**src/rtl/arcade_input_mapper.sv**
```systemverilog
// Player-input front end: merges PS/2 keys with HPS joystick words into per-player
// control vectors, with screen rotation, button-0 autofire and timed coin pulses.
module arcade_input_mapper #(
    parameter int BUTTONS      = 3,
    parameter int COIN_PULSE   = 120000,
    parameter int COIN_GAP     = 240000,
    parameter int AUTOFIRE_DIV = 600000
) (
    input  logic               clk_sys,
    input  logic               reset,
    input  logic [10:0]        ps2_key,
    input  logic [15:0]        joystick_0,
    input  logic [15:0]        joystick_1,
    input  logic [1:0]         rotate,
    input  logic               autofire_en,
    input  logic               coin_from_start,
    output logic [BUTTONS+5:0] p1_ctl,
    output logic [BUTTONS+5:0] p2_ctl
);
    localparam int W         = BUTTONS + 6;
    localparam int START_BIT = BUTTONS + 4;
    localparam int COIN_BIT  = BUTTONS + 5;
    localparam int CMAX      = (COIN_PULSE > COIN_GAP) ? COIN_PULSE : COIN_GAP;
    localparam int CW        = $clog2(CMAX + 1);
    localparam int AW        = $clog2(AUTOFIRE_DIV + 1);

    localparam logic [CW-1:0] PULSE_LOAD = CW'(COIN_PULSE - 1);
    localparam logic [CW-1:0] GAP_LOAD   = CW'(COIN_GAP - 1);
    localparam logic [AW-1:0] AF_LAST    = AW'(AUTOFIRE_DIV - 1);

    localparam logic [1:0] ST_IDLE  = 2'd0;
    localparam logic [1:0] ST_PULSE = 2'd1;
    localparam logic [1:0] ST_GAP   = 2'd2;

    localparam int K_R = 0, K_L = 1, K_D = 2, K_U = 3, K_SPACE = 4, K_CTRL = 5;
    localparam int K_B1 = 6, K_B2 = 7, K_START1 = 8, K_COIN1 = 9, K_START2 = 10, K_COIN2 = 11;

    logic [11:0]       key_r;
    logic [11:0]       key_hit_s;
    logic              old_tog_r;
    logic [W-1:0]      kb_p1_s;
    logic [W-1:0]      kb_p2_s;
    logic [1:0][W-1:0] raw_s;
    logic [AW-1:0]     af_cnt_r;
    logic              af_phase_r;
    logic              gate0_s;
    logic [1:0]        coin_on_s;

    // Rotation acts on directions only; button 0 is gated and coin comes from the pulse FSM.
    function automatic logic [W-1:0] shape_ctl(input logic [W-1:0] raw, input logic [1:0] rot,
                                               input logic gate0, input logic coin);
        logic [W-1:0] ctl;
        ctl = raw;
        case (rot)
            2'd1:    ctl[3:0] = {raw[1], raw[0], raw[2], raw[3]};
            2'd2:    ctl[3:0] = {raw[2], raw[3], raw[0], raw[1]};
            2'd3:    ctl[3:0] = {raw[0], raw[1], raw[3], raw[2]};
            default: ctl[3:0] = raw[3:0];
        endcase
        ctl[4]        = raw[4] & gate0;
        ctl[COIN_BIT] = coin;
        return ctl;
    endfunction

    // Scan-code match; arrows ignore the E0 prefix bit.
    always_comb begin
        key_hit_s           = 12'd0;
        key_hit_s[K_R]      = (ps2_key[7:0] == 8'h74);
        key_hit_s[K_L]      = (ps2_key[7:0] == 8'h6B);
        key_hit_s[K_D]      = (ps2_key[7:0] == 8'h72);
        key_hit_s[K_U]      = (ps2_key[7:0] == 8'h75);
        key_hit_s[K_SPACE]  = (ps2_key[8:0] == 9'h029);
        key_hit_s[K_CTRL]   = (ps2_key[8:0] == 9'h014);
        key_hit_s[K_B1]     = (ps2_key[8:0] == 9'h011);
        key_hit_s[K_B2]     = (BUTTONS >= 32'd3) && (ps2_key[8:0] == 9'h012);
        key_hit_s[K_START1] = (ps2_key[8:0] == 9'h005);
        key_hit_s[K_COIN1]  = (ps2_key[8:0] == 9'h02E);
        key_hit_s[K_START2] = (ps2_key[8:0] == 9'h006);
        key_hit_s[K_COIN2]  = (ps2_key[8:0] == 9'h036);
    end

    // Key state registers; old_tog tracks the toggle even through reset.
    always_ff @(posedge clk_sys) begin
        old_tog_r <= ps2_key[10];
        if (reset) begin
            key_r <= 12'd0;
        end else if (ps2_key[10] != old_tog_r) begin
            key_r <= (key_r & ~key_hit_s) | ({12{ps2_key[9]}} & key_hit_s);
        end else begin
            key_r <= key_r;
        end
    end

    // Keyboard contribution per player; start/coin are written last so small BUTTONS wins.
    always_comb begin
        kb_p1_s            = '0;
        kb_p1_s[0]         = key_r[K_R];
        kb_p1_s[1]         = key_r[K_L];
        kb_p1_s[2]         = key_r[K_D];
        kb_p1_s[3]         = key_r[K_U];
        kb_p1_s[4]         = key_r[K_SPACE] | key_r[K_CTRL];
        kb_p1_s[5]         = (BUTTONS >= 32'd2) ? key_r[K_B1] : 1'b0;
        kb_p1_s[6]         = (BUTTONS >= 32'd3) ? key_r[K_B2] : 1'b0;
        kb_p1_s[START_BIT] = key_r[K_START1];
        kb_p1_s[COIN_BIT]  = key_r[K_COIN1];
        kb_p2_s            = '0;
        kb_p2_s[START_BIT] = key_r[K_START2];
        kb_p2_s[COIN_BIT]  = key_r[K_COIN2];
        raw_s[0]           = joystick_0[W-1:0] | kb_p1_s;
        raw_s[1]           = joystick_1[W-1:0] | kb_p2_s;
        gate0_s            = ~autofire_en | af_phase_r;
    end

    // Free-running autofire divider.
    always_ff @(posedge clk_sys) begin
        if (reset) begin
            af_cnt_r   <= '0;
            af_phase_r <= 1'b1;
        end else if (af_cnt_r == AF_LAST) begin
            af_cnt_r   <= '0;
            af_phase_r <= ~af_phase_r;
        end else begin
            af_cnt_r   <= af_cnt_r + AW'(1);
        end
    end

    genvar p;
    generate
        for (p = 0; p < 2; p++) begin : g_coin
            logic [1:0]    state_r;
            logic [CW-1:0] cnt_r;
            logic          pend_r;
            logic          coin_prev_r;
            logic          start_prev_r;
            logic          trig_s;

            assign trig_s = (raw_s[p][COIN_BIT] & ~coin_prev_r)
                          | (coin_from_start & raw_s[p][START_BIT] & ~start_prev_r);
            assign coin_on_s[p] = (state_r == ST_PULSE);

            // Coin pulse/gap sequencer with a single pending-coin slot.
            always_ff @(posedge clk_sys) begin
                coin_prev_r  <= raw_s[p][COIN_BIT];
                start_prev_r <= raw_s[p][START_BIT];
                if (reset) begin
                    state_r <= ST_IDLE;
                    cnt_r   <= '0;
                    pend_r  <= 1'b0;
                end else begin
                    case (state_r)
                        ST_IDLE: begin
                            if (trig_s) begin
                                state_r <= ST_PULSE;
                                cnt_r   <= PULSE_LOAD;
                            end
                        end
                        ST_PULSE: begin
                            if (trig_s) pend_r <= 1'b1;
                            if (cnt_r == '0) begin
                                state_r <= ST_GAP;
                                cnt_r   <= GAP_LOAD;
                            end else begin
                                cnt_r   <= cnt_r - CW'(1);
                            end
                        end
                        ST_GAP: begin
                            if (cnt_r != '0) begin
                                cnt_r <= cnt_r - CW'(1);
                                if (trig_s) pend_r <= 1'b1;
                            end else if (pend_r | trig_s) begin
                                // A pending coin is consumed; a coincident trigger then becomes the new pending one.
                                state_r <= ST_PULSE;
                                cnt_r   <= PULSE_LOAD;
                                pend_r  <= pend_r & trig_s;
                            end else begin
                                state_r <= ST_IDLE;
                            end
                        end
                        default: begin
                            state_r <= ST_IDLE;
                            cnt_r   <= '0;
                            pend_r  <= 1'b0;
                        end
                    endcase
                end
            end
        end
    endgenerate

    // Registered player outputs.
    always_ff @(posedge clk_sys) begin
        if (reset) begin
            p1_ctl <= '0;
            p2_ctl <= '0;
        end else begin
            p1_ctl <= shape_ctl(raw_s[0], rotate, gate0_s, coin_on_s[0]);
            p2_ctl <= shape_ctl(raw_s[1], rotate, gate0_s, coin_on_s[1]);
        end
    end
endmodule

```
**config.mk**
```make
export PLATFORM = sky130hd
export DESIGN_NAME = arcade_input_mapper
export DESIGN_NICKNAME = d
export VERILOG_FILES = /design/src/rtl/arcade_input_mapper.sv
export SDC_FILE = /design/constraint.sdc
export NUM_CORES = 1
export LEC_CHECK = 0
export BUFFER_PORTS_ARGS = -buffer_cell sky130_fd_sc_hd__buf_2
export CAP_MARGIN = 25
export CORE_ASPECT_RATIO = 0.75
export CORE_MARGIN = 2
export CORE_UTILIZATION = 40
export CTS_BUF_LIST = sky130_fd_sc_hd__clkbuf_2 sky130_fd_sc_hd__clkbuf_4 sky130_fd_sc_hd__clkbuf_8
export CTS_CLUSTER_DIAMETER = 200
export CTS_CLUSTER_SIZE = 14
export DETAILED_ROUTE_END_ITERATION = 8
export PLACE_DENSITY = 0.57
export SYNTH_ARGS = -nofsm -noshare
export SYNTH_HDL_FRONTEND = slang
export SYNTH_SLANG_ARGS = --single-unit
```
**constraint.sdc**
```tcl
create_clock -name clk_sys -period 2.29 [get_ports clk_sys]
set_input_delay 0.3435 -clock clk_sys [delete_from_list [all_inputs] [get_ports clk_sys]]
set_output_delay 0.3435 -clock clk_sys [all_outputs]
set_load 0.03 [all_outputs]
```
# After elaboration in Yosys (flattened, before gate mapping)
# Index checks and enable logic that the tools add are counted.
# op_classes
addsub	3
mul	0
n_div	0
magnitude_cmp	0
eq_ne	29
shift	0
mux	30
bitwise_logic	30
n_reduce_logical	13
# ops
cell	n
2-to-1 mux 18 bit	8
one-hot mux 18 bit (3 select lines)	2
zero test 18 bit	2
nonzero test 18 bit	2
subtractor 18 x 1 -> 18 bit, second input constant	2
equality test 8 x 7 -> 1 bit, second input constant	4
equality test 9 x 5 -> 1 bit, second input constant	3
equality test 9 x 6 -> 1 bit, second input constant	3
AND 12 bit	2
one-hot mux 4 bit (3 select lines)	2
adder 20 x 1 -> 20 bit, second input constant	1
equality test 20 bit, second input constant	1
equality test 9 x 3 -> 1 bit, second input constant	2
OR 9 bit	2
2-to-1 mux 2 bit	6
inverter 12 bit	1
OR 12 bit	1
one-hot mux 2 bit (3 select lines)	2
AND 1 bit	10
equality test 2 bit, second input constant	4
2-to-1 mux 1 bit	8
inequality test 2 bit, second input constant	4
inverter 1 bit	8
AND reduction 2 bit	4
other kinds (9)	21
# totals
reg_bits	98
latchBits	0
ram_bits	0
romBits	0
input_bits	49
out_inout_bits	18
word_cells	121
memories	0

# Depth between registers and ports, before layout
# depth
depth_word	9
mapped_depth	10
ltp_nobuf	8

# Least setup slack after synthesis
# Ideal clock, no wire load.
# synth_path
path_kind	flip-flop to flip-flop
startpoint	register g_coin[0].state_r[0]
endpoint	register g_coin[0].cnt_r[14]
setup_time_ps	116
arrival_ps	1953
t_required_ps	2174
path_slack_ps	221
path_stages_with_launch	10
path_buffers	1
period_less_slack_ps	2069
path_cell_list	dfxtp_1 > inv_1 > ha_1 > buf_2 > nand2b_1 > a2111oi_2 > nand3_4 > a32oi_1 > o21ai_0 > a31o_2
# synth_via
elab_chain_len	3
word_cells_on_any_way	7
classes_between	eq/ne (4); mux (1); reduce/logical (2)
# synth_lines
element	line_no	source
from (decl)	130	logic [1:0] state_r;
from (signal assigned)	146	state_r <= ST_IDLE;
from (signal assigned)	153	state_r <= ST_PULSE;
from (signal assigned)	160	state_r <= ST_GAP;
equality test 2 bit or zero test 2 bit (tied branches)	150	case (state_r)
inequality test 3 bit (no line) or inequality test 2 bit (tied branches)	--	
AND reduction 2 bit (no line)	--	
to (signal assigned)	163	cnt_r <= cnt_r - CW'(1);
to (signal assigned)	168	cnt_r <= cnt_r - CW'(1);
to (decl)	131	logic [CW-1:0] cnt_r;
# Several ways; a longest one is shown, not always the timed one.
# A chain may end at the register's enable or synchronous reset.

# Final worst setup path
# layout_path
startpoint	register g_coin[0].cnt_r[13]
endpoint	register g_coin[0].cnt_r[14]
# layout_via
elab_chain_len	3
word_cells_on_any_way	8
classes_between	add/sub (1); eq/ne (1); mux (3); reduce/logical (3)
# layout_lines
element	line_no	source
subtractor 18 x 1 -> 18 bit (tied with other cells)	163, 168	
2-to-1 mux 18 bit (tied with other cells)	167	if (cnt_r != '0) begin
one-hot mux 18 bit (3 select lines) or AND reduction 2 bit (tied branches)	--	
# Several ways; a longest one is shown, not always the timed one.

==> results.txt <==
# Post-CTS Setup Buffers - 0
Netlist cell types - 75
Static Leakage - 2.55 nW
TritonCTS clock tree - yes
Highest Clock Rate - 466 MHz
Slowest cell delay on critical path - 0.42 ns
First drt pass iteration count - 4
Vias in the first global route - 4,542
Cell Area, Placed - 5980 um2
Met2 track demand over resource - 27.5%
Worst R2R End - g_coin[0].cnt_r[14]$_SDFFE_PP0P_
Sinks on the clock net - 98
Maximum level of the CTS H-tree - 3
Sequential share of the synthesized area - 37.2%
Ranking of synthesized cells by instance count - sky130_fd_sc_hd__dfxtp_1, sky130_fd_sc_hd__nor2_1, sky130_fd_sc_hd__nand2_1, sky130_fd_sc_hd__a21oi_1, sky130_fd_sc_hd__o21ai_0
Clock Path Buffers - 2
Final critical-path share of the clock period - 93.8%
Synth area leaders - sky130_fd_sc_hd__dfxtp_1, sky130_fd_sc_hd__nor2_1, sky130_fd_sc_hd__a21oi_1, sky130_fd_sc_hd__nand2_1, sky130_fd_sc_hd__mux2i_1
Core footprint - 12,900 um2
Relative area change from synthesis to final layout - 18.0%
Yosys warnings - 0
Full die area - 14,100 um2
Vias per std cell - 5.49
Top Ports - 67
Clock buffer count from CTS - 9
Total Power - 0.00546 W
Cell class contributing the biggest share of worst-path delay - simple AND/OR/NAND/NOR gates
Top flip-flop cell by instance count after synthesis - sky130_fd_sc_hd__dfxtp_1
Grt total ovfl - 0
Worst path bufs/invs - 0
Number of vias in the routed layout - 4,903
Max capacitance violation total - 0
Row count - 36
Cell Area, Synth - 5270 um2
Crit Path Max Fanout - 7
IO Port Bufs - 52
GR met3 Demand/Resource - 5.36%
Post-Syn Nets - 695
Remaining antenna violation count - 0
Wire length after detailed routing - 13,100 um
Destination of the worst hold path - old_tog_r$_DFF_P_
Post-DP HPWL - 9800 um
Critical Path Source Type - register
Initial core utilization - 40.7%
Most area-hungry cell type in the Yosys netlist - sky130_fd_sc_hd__dfxtp_1
Number of flops mapped to enable cells by yosys - 0
Category of the critical setup timing path - reg -> reg
Flops & latches, synth - 98
Hold crit path type - in -> reg
Gp weighted congestion - 0.927
Data arrival time of the critical path - 2.43 ns
Max_slew headroom - 63.0%
Nature of the critical path endpoint - register
Startpoint of the most critical register-to-register path - g_coin[0].cnt_r[13]$_SDFFE_PP0P_
Final total negative setup slack - 0 ns
Endpoints failing hold - 0
IR drop worst, VDD - 401 uV
Slew Limit Fails - 0
Clock skew after layout - 0.0146 ns
Clock slew at the register clock pins of the worst setup and hold paths - 0.11 ns
Share of synthesized registers carrying an async set or reset - 0%
Die span in y - 103 um
X dimension of the die - 137 um
Syn Inst Count - 634
Data required time of the worst path - 2.57 ns
Reg2reg setup slack - 0.14 ns
Reg2Reg Depth - 6
Share of post-route cells with drive strength above 1 - 19.5%
Tmin final - 2.15 ns
Cell depth of the worst min-delay path - 1
Total routing resource utilization after global routing - 19.4%
Proportion of netlist area held by the largest area contributor - 37.2%
Run status - complete, no violations
Unrepaired setup endpoints after global routing - no
Number of antenna diodes - 0
Launch instance of the worst min-delay path - ps2_key[10]
DR WL/cell - 14.7 um
Power density normalized to cell area - 878 nW/um2
Antenna violations before repair - 0
DR DRC count - 0
# setup viols final - 0
Wire length of the first global-routing pass - 22,100 um
Number of nets at the end of the flow - 778
Worst path slowest cell - sky130_fd_sc_hd__or3_4
Tightest Pin Transition - 0.551 ns
Insertion delay to the later sink of the worst-skew pair - 0.38 ns
Met1 track demand over resource - 28.4%
Largest net degree at the start of global routing - 27
Clock root cell - sky130_fd_sc_hd__clkbuf_8
Final instance area - 6210 um2
Routing layer with the top usage in global route - met1
Cell with the most instances after synthesis - sky130_fd_sc_hd__dfxtp_1
Crit path cell chain - or3_4 -> nor4_1 -> nand2_1 -> a32oi_1 -> o21ai_0 -> a31o_2
Starting DRT DRC Count - 241
Synthesized area per cell - 8.31 um2
logic make-up after synthesis:
group                    Yosys count  synth area share [%]
flip-flops                        98                  37.2
buffers and inverters             50                  3.75
AND/OR/NAND/NOR                  281                  28.5
AO/OA/AOI/OAI                    143                  17.9
XOR/XNOR                          29                  4.82
adder cells (fa/ha/maj)           12                  2.85
multiplexers                      21                  4.94
cells in the final DEF (no fill, tap or decap), types with 13 or more instances in the layout:
cell,count
sky130_fd_sc_hd__o21ai_0,32
sky130_fd_sc_hd__nor4_1,13
sky130_fd_sc_hd__xor2_1,16
sky130_fd_sc_hd__buf_2,52
sky130_fd_sc_hd__xnor2_1,13
sky130_fd_sc_hd__nor2_1,78
sky130_fd_sc_hd__a21oi_1,43
sky130_fd_sc_hd__mux2i_1,17
sky130_fd_sc_hd__nand2_1,57
sky130_fd_sc_hd__dfxtp_1,98
sky130_fd_sc_hd__buf_4,47
sky130_fd_sc_hd__nor3_1,16
sky130_fd_sc_hd__nand3_1,23
sky130_fd_sc_hd__inv_1,23
worst register-to-register path, stage by stage (launching register included):
cell,delay (ns)
sky130_fd_sc_hd__dfxtp_1,0.37
sky130_fd_sc_hd__or3_4,0.42
sky130_fd_sc_hd__nor4_1,0.30
sky130_fd_sc_hd__nand2_1,0.27
sky130_fd_sc_hd__a32oi_1,0.33
sky130_fd_sc_hd__o21ai_0,0.15
sky130_fd_sc_hd__a31o_2,0.22
power breakdown:
part / switching [W] / internal [W] / total [W] / leakage, nW
clock: 0.000715 / 0.000439 / 0.00115 / 0.104
sequential: 0.000202 / 0.00189 / 0.00210 / 0.804
combinational: 0.00126 / 0.000951 / 0.00221 / 1.65
total: 0.00217 / 0.00328 / 0.00546 / 2.55
area by class of cell:
class,count,area [um2]
Tap cell,171,214
Clock inverter,7,81.3
Fill cell,1239,6710
Inverter,23,86.3
Sequential cell,98,1960
Clock buffer,9,124
Multi-Input combinational cell,486,3130
Timing Repair Buffer,99,613
metrics by stage:
stage	instances	hold WS [ns]	setup slack [ns]	util (%)
after floorplan	634	0.371	0.221	-
after global placement	877	0.454	0.140	46.3
after detailed placement	877	0.469	0.106	46.3
after CTS	893	0.0498	0.0852	47.9
after global routing	893	0.0564	0.000587	48.1
final	893	0.0811	0.142	48.1
layer usage:
layer  up-vias  share of wire, %
li1       2466                 -
met1      2293                51
met2       128                41
met3        16               6.8
met4         0               1.2
met5         -                 0
what timing repair did:
action                                  4_1_cts  5_1_grt
hold buffers                                  0        0
gates resized for setup                       0        4
endpoints found under the setup margin        0       26
worst max-delay path by stage:
stage | from | to | slack [ns] | cells past startpoint
final | g_coin[0].cnt_r[13]$_SDFFE_PP0P_ | g_coin[0].cnt_r[14]$_SDFFE_PP0P_ | 0.14 | 6
after global routing | g_coin[1].cnt_r[0]$_SDFFE_PP0P_ | g_coin[1].cnt_r[12]$_SDFFE_PP0P_ | 0.0006 | 8
after CTS | g_coin[0].state_r[0]$_SDFFE_PP0P_ | g_coin[0].cnt_r[14]$_SDFFE_PP0P_ | 0.09 | 8
after detailed placement | g_coin[0].state_r[0]$_SDFFE_PP0P_ | g_coin[0].cnt_r[14]$_SDFFE_PP0P_ | 0.11 | 8
after global placement | g_coin[0].cnt_r[13]$_SDFFE_PP0P_ | g_coin[0].cnt_r[14]$_SDFFE_PP0P_ | 0.14 | 6
after floorplan | g_coin[0].state_r[0]$_SDFFE_PP0P_ | g_coin[0].cnt_r[14]$_SDFFE_PP0P_ | 0.22 | 9
(Power assumes the default switching activity.)
